`src/rtl/sad_pkg.sv`:
```
// Shared definitions for the SAD pipeline: window geometry, pixel/vector widths,
// fetcher FSM states and the pixel address helper.
package sad_pkg;
   localparam int WIN_DIM = 4;
   localparam int PIX_W   = 32;
   localparam int VEC_W   = WIN_DIM * PIX_W;
   localparam int COORD_W = 16;
   localparam int ADDR_W  = 32;

   typedef enum logic [2:0] {
      ST_IDLE,
      ST_READ,
      ST_CAPTURE,
      ST_OUT,
      ST_DONE
   } fetch_state_e;

   typedef logic [COORD_W-1:0] coord_t;

   // Byte address of pixel (x+col) on the row starting at row_base, modulo 2^32.
   function automatic logic [ADDR_W-1:0] pix_addr(input logic [ADDR_W-1:0] row_base,
                                                  input coord_t            x,
                                                  input logic [1:0]        col);
      logic [COORD_W:0] px;
      px = {1'b0, x} + {15'b0, col};
      return row_base + {13'b0, px, 2'b00};
   endfunction
endpackage

```
`src/rtl/sad_addr_gen.sv`:
```
// Window position counters (x, y, row) and row-base accumulator for the fetcher.
// SAD_FETCH_ZERO_PAD_EN widens the scan range and reports which pixels fall off the frame.
module sad_addr_gen
   import sad_pkg::*;
(
   input  logic              clk,
   input  logic              rst_n,
   input  logic              init,
   input  logic              adv,
   input  logic [ADDR_W-1:0] base_addr,
   input  logic [15:0]       frame_w,
   input  logic [15:0]       frame_h,
   output coord_t            x,
   output coord_t            y,
   output logic [1:0]        row,
   output logic [ADDR_W-1:0] row_base,
   output coord_t            nxt_x,
   output logic [ADDR_W-1:0] nxt_row_base,
   output logic [3:0]        pad_cur,
   output logic              pad_nxt,
   output logic              last
);
   coord_t            x_q, x_d, y_q, y_d, x_max_q, x_max_d, y_max_q, y_max_d;
   logic [1:0]        row_q, row_d;
   logic [ADDR_W-1:0] win_base_q, win_base_d, row_base_q, row_base_d, stride_q, stride_d;

   always_comb begin
      x_d        = x_q;
      y_d        = y_q;
      row_d      = row_q;
      win_base_d = win_base_q;
      row_base_d = row_base_q;
      stride_d   = stride_q;
      x_max_d    = x_max_q;
      y_max_d    = y_max_q;
      if (init) begin
         x_d        = '0;
         y_d        = '0;
         row_d      = '0;
         win_base_d = base_addr;
         row_base_d = base_addr;
         stride_d   = {14'b0, frame_w, 2'b00};
`ifdef SAD_FETCH_ZERO_PAD_EN
         x_max_d    = frame_w - 16'd1;
         y_max_d    = frame_h - 16'd1;
`else
         x_max_d    = frame_w - 16'd4;
         y_max_d    = frame_h - 16'd4;
`endif
      end else if (adv) begin
         if (row_q != 2'd3) begin
            row_d      = row_q + 2'd1;
            row_base_d = row_base_q + stride_q;
         end else begin
            row_d = '0;
            if (x_q != x_max_q) begin
               x_d        = x_q + 16'd1;
               row_base_d = win_base_q;
            end else begin
               x_d        = '0;
               y_d        = y_q + 16'd1;
               win_base_d = win_base_q + stride_q;
               row_base_d = win_base_q + stride_q;
            end
         end
      end
   end

`ifdef SAD_FETCH_ZERO_PAD_EN
   coord_t fw_q, fw_d, fh_q, fh_d;

   assign fw_d = init ? frame_w : fw_q;
   assign fh_d = init ? frame_h : fh_q;

   // Column 0 of the next window never lies right of the frame, only the row can be off.
   always_comb begin
      pad_cur = '0;
      for (int c = 0; c < 4; c++) begin
         pad_cur[c] = (({1'b0, x_q} + 17'(c)) >= {1'b0, fw_q}) ||
                      (({1'b0, y_q} + {15'b0, row_q}) >= {1'b0, fh_q});
      end
      pad_nxt = ({1'b0, y_d} + {15'b0, row_d}) >= {1'b0, fh_d};
   end

   always_ff @(posedge clk or negedge rst_n) begin
      if (!rst_n) begin
         fw_q <= '0;
         fh_q <= '0;
      end else begin
         fw_q <= fw_d;
         fh_q <= fh_d;
      end
   end
`else
   assign pad_cur = '0;
   assign pad_nxt = 1'b0;
`endif

   always_ff @(posedge clk or negedge rst_n) begin
      if (!rst_n) begin
         x_q        <= '0;
         y_q        <= '0;
         row_q      <= '0;
         win_base_q <= '0;
         row_base_q <= '0;
         stride_q   <= '0;
         x_max_q    <= '0;
         y_max_q    <= '0;
      end else begin
         x_q        <= x_d;
         y_q        <= y_d;
         row_q      <= row_d;
         win_base_q <= win_base_d;
         row_base_q <= row_base_d;
         stride_q   <= stride_d;
         x_max_q    <= x_max_d;
         y_max_q    <= y_max_d;
      end
   end

   assign x            = x_q;
   assign y            = y_q;
   assign row          = row_q;
   assign row_base     = row_base_q;
   assign nxt_x        = x_d;
   assign nxt_row_base = row_base_d;
   assign last         = (row_q == 2'd3) && (x_q == x_max_q) && (y_q == y_max_q);
endmodule

```
`src/rtl/sad_vector_fetcher.sv`:
```
// Scans a frame in 4x4 windows and emits one 4-pixel row vector per handshake.
// SAD_FETCH_ZERO_PAD_EN scans every pixel origin and zero-fills pixels outside the frame.
//   state   | meaning
//   IDLE    | waiting for start
//   READ    | issuing the four column reads of one window row
//   CAPTURE | last read data returning
//   OUT     | vec_valid high, waiting for vec_ready
//   DONE    | one-cycle done pulse
module sad_vector_fetcher
   import sad_pkg::*;
(
   input  logic               clk,
   input  logic               rst_n,
   input  logic               start,
   input  logic [ADDR_W-1:0]  base_addr,
   input  logic [15:0]        frame_w,
   input  logic [15:0]        frame_h,
   output logic               mem_rd_en,
   output logic [ADDR_W-1:0]  mem_addr,
   input  logic [PIX_W-1:0]   mem_rdata,
   output logic [VEC_W-1:0]   vec_data,
   output logic [COORD_W-1:0] vec_x,
   output logic [COORD_W-1:0] vec_y,
   output logic [1:0]         vec_row,
   output logic               vec_last,
   output logic               vec_valid,
   input  logic               vec_ready,
   output logic               busy,
   output logic               done
);
   fetch_state_e      state_q, state_d;
   logic [1:0]        col_q, col_d, iss_col_q, iss_col_d, pend_col_q, pend_col_d;
   logic              mem_rd_en_q, mem_rd_en_d, pend_q, pend_d;
   logic [ADDR_W-1:0] mem_addr_q, mem_addr_d;
   logic [VEC_W-1:0]  vec_data_q, vec_data_d;
   logic              vec_valid_q, vec_valid_d, busy_q, busy_d, done_q, done_d;

   logic              ag_init, ag_adv, ag_last, pad_nxt, frame_small;
   logic              iss_go, iss_nxt, iss_pad;
   logic [1:0]        iss_col;
   coord_t            ag_x, ag_y, nxt_x, iss_x;
   logic [1:0]        ag_row;
   logic [3:0]        pad_cur;
   logic [ADDR_W-1:0] row_base, nxt_row_base, iss_rb;

`ifdef SAD_FETCH_ZERO_PAD_EN
   assign frame_small = (frame_w == 16'd0) || (frame_h == 16'd0);
`else
   assign frame_small = (frame_w < 16'd4) || (frame_h < 16'd4);
`endif

   sad_addr_gen u_addr_gen (
      .clk          (clk),
      .rst_n        (rst_n),
      .init         (ag_init),
      .adv          (ag_adv),
      .base_addr    (base_addr),
      .frame_w      (frame_w),
      .frame_h      (frame_h),
      .x            (ag_x),
      .y            (ag_y),
      .row          (ag_row),
      .row_base     (row_base),
      .nxt_x        (nxt_x),
      .nxt_row_base (nxt_row_base),
      .pad_cur      (pad_cur),
      .pad_nxt      (pad_nxt),
      .last         (ag_last)
   );

   always_comb begin
      state_d     = state_q;
      col_d       = col_q;
      iss_col_d   = iss_col_q;
      mem_rd_en_d = 1'b0;
      mem_addr_d  = mem_addr_q;
      pend_d      = mem_rd_en_q;
      pend_col_d  = iss_col_q;
      vec_data_d  = vec_data_q;
      vec_valid_d = vec_valid_q;
      busy_d      = busy_q;
      done_d      = 1'b0;
      ag_init     = 1'b0;
      ag_adv      = 1'b0;
      iss_go      = 1'b0;
      iss_nxt     = 1'b0;
      iss_col     = col_q;
      iss_x       = ag_x;
      iss_rb      = row_base;
      iss_pad     = 1'b0;

      if (pend_q) vec_data_d[pend_col_q*PIX_W +: PIX_W] = mem_rdata;

      // Column 0 of a new row is issued on the same edge the counters move,
      // so it uses the counters' next values.
      case (state_q)
         ST_IDLE: begin
            if (start) begin
               if (frame_small) begin
                  state_d = ST_DONE;
                  done_d  = 1'b1;
               end else begin
                  busy_d  = 1'b1;
                  ag_init = 1'b1;
                  iss_go  = 1'b1;
                  iss_nxt = 1'b1;
                  iss_col = 2'd0;
                  col_d   = 2'd1;
                  state_d = ST_READ;
               end
            end
         end
         ST_READ: begin
            if (col_q != 2'd0) begin
               iss_go = 1'b1;
               col_d  = col_q + 2'd1;
            end else begin
               state_d = ST_CAPTURE;
            end
         end
         ST_CAPTURE: begin
            vec_valid_d = 1'b1;
            state_d     = ST_OUT;
         end
         ST_OUT: begin
            if (vec_ready) begin
               vec_valid_d = 1'b0;
               ag_adv      = 1'b1;
               if (ag_last) begin
                  busy_d  = 1'b0;
                  done_d  = 1'b1;
                  state_d = ST_DONE;
               end else begin
                  iss_go  = 1'b1;
                  iss_nxt = 1'b1;
                  iss_col = 2'd0;
                  col_d   = 2'd1;
                  state_d = ST_READ;
               end
            end
         end
         ST_DONE:  state_d = ST_IDLE;
         default:  state_d = ST_IDLE;
      endcase

      if (iss_go) begin
         iss_x       = iss_nxt ? nxt_x : ag_x;
         iss_rb      = iss_nxt ? nxt_row_base : row_base;
         iss_pad     = iss_nxt ? pad_nxt : pad_cur[iss_col];
         mem_addr_d  = pix_addr(iss_rb, iss_x, iss_col);
         mem_rd_en_d = !iss_pad;
         iss_col_d   = iss_col;
         if (iss_pad) vec_data_d[iss_col*PIX_W +: PIX_W] = '0;
      end
   end

   always_ff @(posedge clk or negedge rst_n) begin
      if (!rst_n) begin
         state_q     <= ST_IDLE;
         col_q       <= '0;
         iss_col_q   <= '0;
         pend_col_q  <= '0;
         mem_rd_en_q <= 1'b0;
         mem_addr_q  <= '0;
         pend_q      <= 1'b0;
         vec_data_q  <= '0;
         vec_valid_q <= 1'b0;
         busy_q      <= 1'b0;
         done_q      <= 1'b0;
      end else begin
         state_q     <= state_d;
         col_q       <= col_d;
         iss_col_q   <= iss_col_d;
         pend_col_q  <= pend_col_d;
         mem_rd_en_q <= mem_rd_en_d;
         mem_addr_q  <= mem_addr_d;
         pend_q      <= pend_d;
         vec_data_q  <= vec_data_d;
         vec_valid_q <= vec_valid_d;
         busy_q      <= busy_d;
         done_q      <= done_d;
      end
   end

   assign mem_rd_en = mem_rd_en_q;
   assign mem_addr  = mem_addr_q;
   assign vec_data  = vec_data_q;
   assign vec_x     = ag_x;
   assign vec_y     = ag_y;
   assign vec_row   = ag_row;
   assign vec_last  = (ag_row == 2'd3);
   assign vec_valid = vec_valid_q;
   assign busy      = busy_q;
   assign done      = done_q;
endmodule
```
`config.mk`:
```
export PLATFORM = sky130hd
export DESIGN_NAME = sad_vector_fetcher
export DESIGN_NICKNAME = d
export VERILOG_FILES = /design/src/rtl/sad_pkg.sv /design/src/rtl/sad_addr_gen.sv /design/src/rtl/sad_vector_fetcher.sv
export SDC_FILE = /design/constraint.sdc
export NUM_CORES = 1
export LEC_CHECK = 0
export CAP_MARGIN = 20
export CORE_ASPECT_RATIO = 0.75
export CORE_UTILIZATION = 52
export CTS_CLUSTER_SIZE = 24
export DETAILED_ROUTE_END_ITERATION = 12
export PLACE_DENSITY = 0.78
export SYNTH_ARGS = -nofsm -noshare
export SYNTH_HDL_FRONTEND = slang
export SYNTH_SLANG_ARGS = --single-unit
```
`constraint.sdc`:
```
create_clock -name clk -period 15.5 [get_ports clk]
set_input_delay 3.1 -clock clk [delete_from_list [all_inputs] [get_ports clk]]
set_output_delay 3.1 -clock clk [all_outputs]
set_load 0.1 [all_outputs]
```
==> Word level (Yosys, flattened, before mapping) <==
Cells that the tools add are included.
{ "word_totals": {"reg_bits": 320, "out_inout_bits": 199, "wordCells": 139, "input_bits": 100} }
{ "op_classes": {"n_reduce_logical": 16, "addsub": 12, "n_eq_ne": 17, "n_shift": 4, "magnitude_cmp": 3, "n_mux": 68} }
{ "op_table": {"columns": ["op", "n"], "rows": [
  ["two-way mux 128 bit", 3],
  ["bitwise mux 128 bit", 2],
  ["two-way mux 32 bit", 8],
  ["variable shift 32 x 34 -> 128 bit (first input constant)", 2],
  ["two-way mux 16 bit", 9],
  ["variable part select 32 x 34 -> 128 bit", 1],
  ["variable part select 32 x 34 -> 128 bit (first input constant)", 1],
  ["negator 7 -> 34 bit", 2],
  ["adder 32 x 18 -> 32 bit", 2],
  ["adder 16 x 1 -> 16 bit (second input constant)", 2],
  ["adder 32 x 19 -> 32 bit", 1],
  ["equality test 16 bit", 2],
  ["less-than comparator 16 x 3 -> 1 bit (second input constant)", 2],
  ["subtractor 16 x 3 -> 16 bit (second input constant)", 2],
  ["two-way mux 2 bit", 12],
  ["two-way mux 1 bit", 20],
  ["inequality test 2 bit (second input constant)", 10],
  ["adder 16 x 2 -> 17 bit", 1],
  ["inequality test 16 bit", 1],
  ["two-way mux 3 bit", 5],
  ["one-hot mux 3 bit (4 select lines)", 1],
  ["one-hot mux 1 bit (2 select lines)", 4],
  ["nonzero test 2 bit", 4],
  ["equality test 3 x 2 -> 1 bit (second input constant)", 2],
  ["other kinds (17)", 21]
]} }

==> Longest topological paths before layout <==
Gate-level depths: netlist of run 1.
{ "logic_depth": {"depth_word": 11, "ltp_mapped": 30, "mapped_depth_nobuf": 27} }

==> By module <==
From an unflattened synthesis of run 1, not the netlist that was laid out.
{ "unflattened": {"hier_cells": 1924, "area_unflattened_um2": 18077.3} }
{ "by_module_without_submodules": {"columns": ["mod", "n_inst", "cells_per_inst", "area_per_inst_um2", "seq_area_each_um2"], "rows": [
  ["sad_vector_fetcher", 1, 962, 9115.0, 4354.2],
  ["sad_addr_gen", 1, 962, 8962.3, 3603.5]
]} }

==> Least setup slack after synthesis of run 1 <==
OpenSTA, ideal clock, no wires.
{ "synth_path": {"path_kind": "input -> register", "from": "in frame_w[2]", "to": "reg mem_addr_q[31] (netlist: mem_addr[31])", "t_arrival_ns": 9.168, "t_required_ns": 15.418, "path_stages": 28, "path_buffers": 4, "slack_ns": 6.251, "setup_ns": 0.082, "path_cell_list": "inv_1 -> ha_1 -> nor4b_1 -> nand4_1 -> o32a_1 -> a21oi_1 -> nor2_1 -> clkbuf_1 -> clkbuf_1 -> buf_1 -> clkbuf_1 -> nor2_1 -> ha_1 -> inv_1 -> fa_1 -> nor3_1 -> and2_0 -> nand2_1 -> xnor2_1 -> ha_1 -> nand2_1 -> o31ai_1 -> a211o_1 -> a21oi_1 -> a211oi_1 -> nand4_1 -> or4_1 -> a31oi_1"} }
{ "synth_via": {"word_cells_on_any_way": 16, "classes_between": "2 x add/sub; 1 x order compare; 12 x mux; 1 x reduce/logical"} }
{ "synth_lines": {"columns": ["item", "line", "rtl"], "rows": [
  ["start: declaration", "sad_vector_fetcher.sv:16", "input logic [15:0] frame_w,"],
  ["less-than comparator 16 x 3 -> 1 bit", "sad_vector_fetcher.sv:49", "assign frame_small = (frame_w < 16'd4) || (frame_h < 16'd4);"],
  ["logical OR 1 bit", "sad_vector_fetcher.sv:49", null],
  ["two-way mux 2 bit", "sad_vector_fetcher.sv:99", "if (frame_small) begin"],
  ["two-way mux 2 bit", "sad_vector_fetcher.sv:98", "if (start) begin"],
  ["one-hot mux 2 bit (2 select lines)", "sad_vector_fetcher.sv:96", "case (state_q)"],
  ["named net iss_col[0]", "sad_vector_fetcher.sv:40", "logic [1:0] iss_col;"],
  ["adder 16 x 2 -> 17 bit", "sad_pkg.sv:25", "px = {1'b0, x} + {15'b0, col};"],
  ["adder 32 x 19 -> 32 bit", "sad_pkg.sv:26", "return row_base + {13'b0, px, 2'b00};"],
  ["end signal: assignment", "sad_vector_fetcher.sv:176", "mem_addr_q <= mem_addr_d;"],
  ["end: declaration", "sad_vector_fetcher.sv:34", "logic [ADDR_W-1:0] mem_addr_q, mem_addr_d;"]
]} }
The timed path passes the listed nets, and every way through them passes these cells.
A chain may end at the register's enable or synchronous reset.

==> Final worst setup path of run 1 <==
{ "layout_path": {"from": "in frame_h[12]", "to": "reg mem_addr_q[31] (netlist: mem_addr[31])"} }
{ "layout_via": {"word_cells_on_any_way": 16, "classes_between": "2 x add/sub; 1 x order compare; 12 x mux; 1 x reduce/logical"} }
{ "layout_lines": {"columns": ["item", "line", "rtl"], "rows": [
  ["start: declaration", "sad_vector_fetcher.sv:17", "input logic [15:0] frame_h,"],
  ["less-than comparator 16 x 3 -> 1 bit", "sad_vector_fetcher.sv:49", null],
  ["logical OR 1 bit", "sad_vector_fetcher.sv:49", null],
  ["two-way mux 2 bit", "sad_vector_fetcher.sv:99", null],
  ["two-way mux 2 bit", "sad_vector_fetcher.sv:98", null],
  ["one-hot mux 2 bit (2 select lines)", "sad_vector_fetcher.sv:96", null],
  ["named net iss_col[0]", "sad_vector_fetcher.sv:40", null],
  ["adder 16 x 2 -> 17 bit", "sad_pkg.sv:25", null],
  ["adder 32 x 19 -> 32 bit", "sad_pkg.sv:26", null]
]} }
The timed path passes the listed nets, and every way through them passes these cells.

==> impl_results.md, run 1 <==
* Post-CTS setup buffer count at 0
* Crit share post-route at 0.617
* Root Driver: clkbuf_16
* Number of diodes at 0
* Syn Inst Count at a little under 2000
* Vias in the first global route at 15500
* Slew margin rel. at 0.195
* Clock-pin slew on the worst setup and hold paths at roughly 0.07 ns
* TritonCTS Buffers at 34
* Final Slew Violations at 0
* Final std cells w/o fill at about 2700
* Min cycle time layout at around 9.6 ns
* Layout Nets at around 2400
* Vias/cell at 6.30
* Worst-Skew Late Latency at roughly 0.54 ns
* Filler instances at around 2800
* Syn Area/Cell at a little over 9 um^2
* Largest net degree at the start of global routing at between 150 and 200
* Crit path buf inv count at 5
* Max Root-Sink Buffers at 3
* Layout cell share with drive strength beyond 1 at 0.0593
* Synth top area cells: dfrtp_1 (44%), a22o_1 (6.4%), nand2_1 (6.0%), xnor2_1 (4.9%), ha_1 (4.3%)
* Final Hold Viols at 0
* WL/cell at 23.2 um
* Yosys top cell by area: dfrtp_1
* Required time of the worst setup path at 15.95 ns
* I/O pin total at roughly 300
* Hold_ws at approximately 0.38 ns
* Pre-antenna DRT Iters at 6
* Final TNS setup at 0 ns
* Flop2flop setup slack at ~8.0 ns
* Crit end category: flip-flop
* Status: completed
* Cell mode on critical path: buf_4
* Die W at 217 um
* WS Path Type: in -> reg
* Unrepaired setup endpoints after global routing: no
* Initial antenna violation count at 0
* Sequential share of the synthesized area at 0.441
* Asr flop ratio synth at 1.00
* Gpl congestion at around 1
* PwrDens at between 200 and 250 nW/um^2
* Wirelength, routed at between 60 and 70 mm
* Synth top area share at 0.441
* DR top layer: met4
* Routed vias at around 17000
* Dpl cells at 2601
* Slew @ Worst Pin at ~1.2 ns
* FMAX at 105 MHz
* Post-synth EDFFs at 0
* Most numerous cell in the Yosys netlist: dfrtp_1
* Synth Register Bits at ~320
* DP HPWL at roughly 45 mm
* Max-Cap Viols at 0
* Setup violators final at 0
* Synth cell types at 87
* Die area at around 35000 um^2
* Peak VDD IR at between 0.0002 and 0.00025 V
* IO Port Bufs at 298
* Hold Crit Class: reg -> reg
* H-tree depth at 2
* Clock sinks at 318
* Core Rows at between 50 and 60
* Layout area overhead at 25.0%
* Commonest cells in the netlist: dfrtp_1 (318), nand2_1 (287), o21ai_0 (148)
* First-pass GRT wire length at roughly 95 mm
* Hold buffer count at CTS at 0
* Synthesis Warnings at 0
* Syn nets at approximately 2100
* Arrival time of the worst setup path at between 10 and 15 ns
* Delay of the slowest cell on the worst path at 0.53 ns
* Remaining antenna violation count at 0
* Max Fanout on Critical Path at between 40 and 50
* Pleak at just under 10 nW
* Crit-path slowest cell: or4_1
* Gr usage total at 0.347
* Core area at ~34000 um^2
* Post-CTS resize count at 0
* Main synth FF type: dfrtp_1
* Chip Height at around 160 um
* Total gr overflow at 0
* Iteration-0 DRC Markers at 2192
* Residual DRC count at 0
* Skew final at roughly 0.025 ns
* CTS tree: built
* Startpoint Class: input port
* Routed length on met1 at 27.1 mm
* DR WL met3 at around 7.7 mm
* Synthesized cell area at 18100 um^2
* CP top delay family: simple AND/OR/NAND/NOR gates
* Initial Utilization at 0.534
* Wire length on met2 at between 20 and 30 mm
worst paths after layout:
| check | from | end | cells past startpoint |
|---|---|---|---|
| max | frame_h[12] | mem_addr[31] | 26 |
| min | iss_col_q[0] | pend_col_q[0] | 0 |
| max reg2reg | u_addr_gen.x[1] | mem_addr[31] | 22 |
| min reg2reg | iss_col_q[0] | pend_col_q[0] | 0 |
| max in group asynchronous | rst_n | vec_data[55] | 2 |
| min in group asynchronous | rst_n | mem_addr[20] | 1 |
logic make-up after synthesis:
| family | count (synthesis) | share of synthesized area |
|---|---|---|
| and+or+nand+nor | 658 | 0.171 |
| AOI/OAI and AO/OA | 565 | 0.218 |
| DFF | 318 | 0.441 |
| xor gates and xnor gates | 158 | 0.0770 |
| buffers and inverters | 144 | 0.0316 |
| adders and majority gates | 66 | 0.0474 |
| muxes | 24 | 0.0143 |
cell type report:
type / count / area, um^2 / share of cell area
multi-input cells: 1471 / 9580 / 0.424
flip-flops and latches: 318 / 7960 / 0.353
clock inverters: 12 / 160 / 0.00710
repair buffers: 330 / 3240 / 0.143
clock buffers: 47 / 950 / 0.0421
inverters: 32 / 120 / 0.00532
well taps: 450 / 563 / 0.0250
layout by cell type, fill, tap and decap left out, drive strengths merged, types with 6 or more instances in the layout:
| cell | synthesis | final |
|---|---|---|
| buf | 17 | 33 |
| xnor2 | 103 | 103 |
| or3 | 15 | 15 |
| clkinv | 1 | 7 |
| o221ai | 8 | 8 |
| nand4 | 32 | 32 |
| and2 | 14 | 14 |
| o211ai | 18 | 18 |
| o31ai | 12 | 12 |
| nor2 | 141 | 141 |
| clkdlybuf4s50 | 0 | 297 |
| a22o | 132 | 132 |
| mux2 | 11 | 11 |
| and3 | 28 | 28 |
| a211oi | 19 | 19 |
| a221o | 6 | 6 |
| inv | 31 | 33 |
| nor4 | 15 | 15 |
| o22ai | 11 | 11 |
| nand3b | 7 | 7 |
| a21oi | 97 | 97 |
| o21ai | 150 | 150 |
| and4 | 9 | 9 |
| nor3 | 23 | 23 |
| clkbuf | 95 | 47 |
| dfrtp | 318 | 318 |
| a2111oi | 13 | 13 |
| xor2 | 55 | 55 |
| ha | 62 | 62 |
| nand3 | 49 | 49 |
| mux2i | 13 | 13 |
| nand2 | 287 | 287 |
| a21o | 25 | 25 |
| a31oi | 18 | 18 |
| nand2b | 9 | 9 |
| o21a | 11 | 11 |
state kept, by name, indices dropped and copies added, names as in the netlist, 3 cells and up:
register,count
mem_addr,32
state_q,3
u_addr_gen.row_base,32
u_addr_gen.stride_q,14
u_addr_gen.win_base_q,32
u_addr_gen.x,16
u_addr_gen.x_max_q,16
u_addr_gen.y,16
u_addr_gen.y_max_q,16
vec_data,128
power breakdown:
group | internal [mW] | total, mW | switching, mW
registers | 1.15 | 1.43 | 0.284
logic | 0.961 | 3.33 | 2.37
clock network | 0.482 | 0.827 | 0.345
metrics by stage:
stage	power (mW)	utilization	worst slack [ns]	area [um^2]
after CTS	5.57	0.667	6.04	22600
after global routing	5.86	0.667	5.38	22600
after floorplan	3.83	-	6.25	18100
final	5.59	0.667	5.93	22600
after detailed placement	4.73	0.634	5.49	21500
after global placement	4.68	0.634	5.71	21500
metal layers:
metal | vias to the layer above | track usage
met1 | 8234 | 0.518
met5 | - | 0
met3 | 85 | 0.107
met4 | 0 | 0.0890
met2 | 912 | 0.483
li1 | 7530 | -
Power figures use the tool's default switching activity.
==> run 2, diff against run 1 <==
--- a/config.mk
+++ b/config.mk
@@ -7,10 +7,10 @@
 export LEC_CHECK = 0
 export CAP_MARGIN = 20
 export CORE_ASPECT_RATIO = 0.75
-export CORE_UTILIZATION = 52
+export CORE_UTILIZATION = 49
 export CTS_CLUSTER_SIZE = 24
 export DETAILED_ROUTE_END_ITERATION = 12
-export PLACE_DENSITY = 0.78
+export PLACE_DENSITY = 0.77
 export SYNTH_ARGS = -nofsm -noshare
 export SYNTH_HDL_FRONTEND = slang
 export SYNTH_SLANG_ARGS = --single-unit
==> constraint.sdc (replaced) <==
create_clock -name clk -period 7.97 [get_ports clk]
set_input_delay 1.594 -clock clk [delete_from_list [all_inputs] [get_ports clk]]
set_output_delay 1.594 -clock clk [all_outputs]
set_load 0.1 [all_outputs]
==> impl_results.md, run 2 (synthesized netlist as in run 1, its figures left out) <==
* Peak VDD IR at about 0.00023 V
* FMAX at between 100 and 150 MHz
* Crit share post-route at 0.929
* Iteration-0 DRC Markers at about 1600
* Layout Nets at approximately 2400
* Max Root-Sink Buffers at 3
* Skew final at about 0.024 ns
* Slew margin rel. at 0.242
* Final worst slack at 0.566 ns
* Switch share at 0.529
* Gpl congestion at ~1
* Core Rows at 60
* Sw Pwr at about 5.8 mW
* Setup WS pre-CTS at ~0.21 ns
* Internal at 5.20 mW
* Crit end category: flip-flop
* Number of diodes at 0
* Clock sinks at about 320
* Most frequent cells in the layout: dfrtp_1 (318), clkdlybuf4s50_1 (297), nand2_1 (286)
* Combinational share of power at 0.587
* Placed cell areas at 21600 um^2
* Core area at about 36000 um^2
* Post-CTS resize count at 0
* Chip Height at around 170 um
* Final instance area at 22800 um^2
* Commonest non-fill, non-tap cell in the layout: dfrtp_1
* WL/cell at 22.1 um
* Delay of the slowest cell on the worst path at around 0.55 ns
* CTS tree: built
* Unrepaired setup endpoints after global routing: no
* Crit-path slowest cell: or4_1
* Final std cells w/o fill at between 2000 and 3000
* Hold path cells at 0
* Routed vias at approximately 17000
* Status: completed
* I/O pin total at roughly 300
* Finished Core Util at 0.632
* Die W at about 220 um
* Layout cell share with drive strength beyond 1 at 0.0679
* TritonCTS Buffers at 35
* Pleak at between 9 and 10 nW
* RR Startpoint: u_addr_gen.x[9]
* Arrival time of the worst setup path at 7.82 ns
* R2r worst-path depth at 24
* Final Hold Viols at 0
* Required time of the worst setup path at ~8.4 ns
* Max reg flops at roughly 130
* Residual DRC count at 0
* Vias in the first global route at 15700
* Root Driver: clkbuf_16
* Hold Crit Class: reg -> reg
* Initial Utilization at 0.500
* Vias/cell at roughly 6
* Clock-pin slew on the worst setup and hold paths at about 0.060 ns
* Wirelength, routed at 60.0 mm
* Stages on worst setup path at 26
* Die area at roughly 38000 um^2
* Final TNS setup at 0 ns
* PwrDens at between 400 and 500 nW/um^2
* Part of the power in registers at 0.252
* WS Path Type: in -> reg
* Min-delay src: mem_rd_en
* Initial antenna violation count at 2
* H-tree depth at 2
* Clock Power Share at 0.161
* Max Fanout on Critical Path at 6
* Remaining antenna violation count at 0
* Total power at ~11 mW
* Hold buffer count at CTS at 0
* Worst-Skew Late Latency at 0.55 ns
* Dpl cells at 2656
* Gr usage total at 0.316
* Largest net degree at the start of global routing at 158
* Pre-antenna DRT Iters at 5
* Total gr overflow at 0
* Crit path buf inv count at 3
* Layout area overhead at 26.5%
* Final Slew Violations at 0
* CP top delay family: simple AND/OR/NAND/NOR gates
* Slew @ Worst Pin at around 1.1 ns
* Setup violators final at 0
* DP HPWL at between 40 and 50 mm
* Min cycle time layout at roughly 7.4 ns
* Post-CTS setup buffer count at 0
* First-pass GRT wire length at between 90 and 100 mm
* Startpoint Class: input port
* Max-Cap Viols at 0
* IO Port Bufs at ~300
* Setup crit start: frame_w[2]
* Hold_ws at approximately 0.39 ns
-- run 2: changes by cell type in the layout (fill, tap and decap cells not counted) --
cell / previous run / this run
bufinv_16: 3 / 6
clkinv_2: 4 / 7
buf_1: 1 / 0
buf_4: 30 / 40
clkbuf_1: 8 / 2
clkbuf_16: 34 / 35
clkbuf_8: 5 / 8
inv_6: 2 / 3
clkinv_8: 1 / 0
-- run 2: cell type report --
class | instances | area [um^2]
Clock buffer | 45 | 993
Clock inverter | 18 | 258
Fill cell | 2963 | 13300
Inverter | 32 | 120
Multi-Input combinational cell | 1471 | 9580
Sequential cell | 318 | 7960
Tap cell | 496 | 621
Timing Repair Buffer | 339 | 3310
-- run 2: power by group through the flow --
| stage | Sequential, mW | Clock (mW) | Combinational [mW] |
|---|---|---|---|
| after floorplan | 4.98 | 0 | 2.46 |
| after CTS | 2.77 | 1.80 | 6.42 |
| after global routing | 2.85 | 1.86 | 6.84 |
| after detailed placement | 2.79 | 0 | 6.39 |
| after global placement | 2.76 | 0 | 6.30 |
| final | 2.78 | 1.77 | 6.47 |
-- run 2: path summary, 6_finish.rpt --
check | end | slack, ns
setup / recovery | mem_addr[30] | 0.57
hold / removal | pend_q | 0.39
max in group asynchronous | u_addr_gen.y[10] | 5.37
hold reg to reg | pend_q | 0.39
setup reg to reg | mem_addr[30] | 1.15
min in group asynchronous | vec_data[82] | 1.06
-- run 2: routing by layer --
layer  track usage  wire length (um)  up-vias  share of wire
met1         0.461             26800     8138           0.45
met5             0                13        -        0.00022
met3        0.0948              6870       86           0.11
li1              -                 -     7532              -
met2         0.456             25100      856           0.42
met4        0.0813              1230        2          0.021
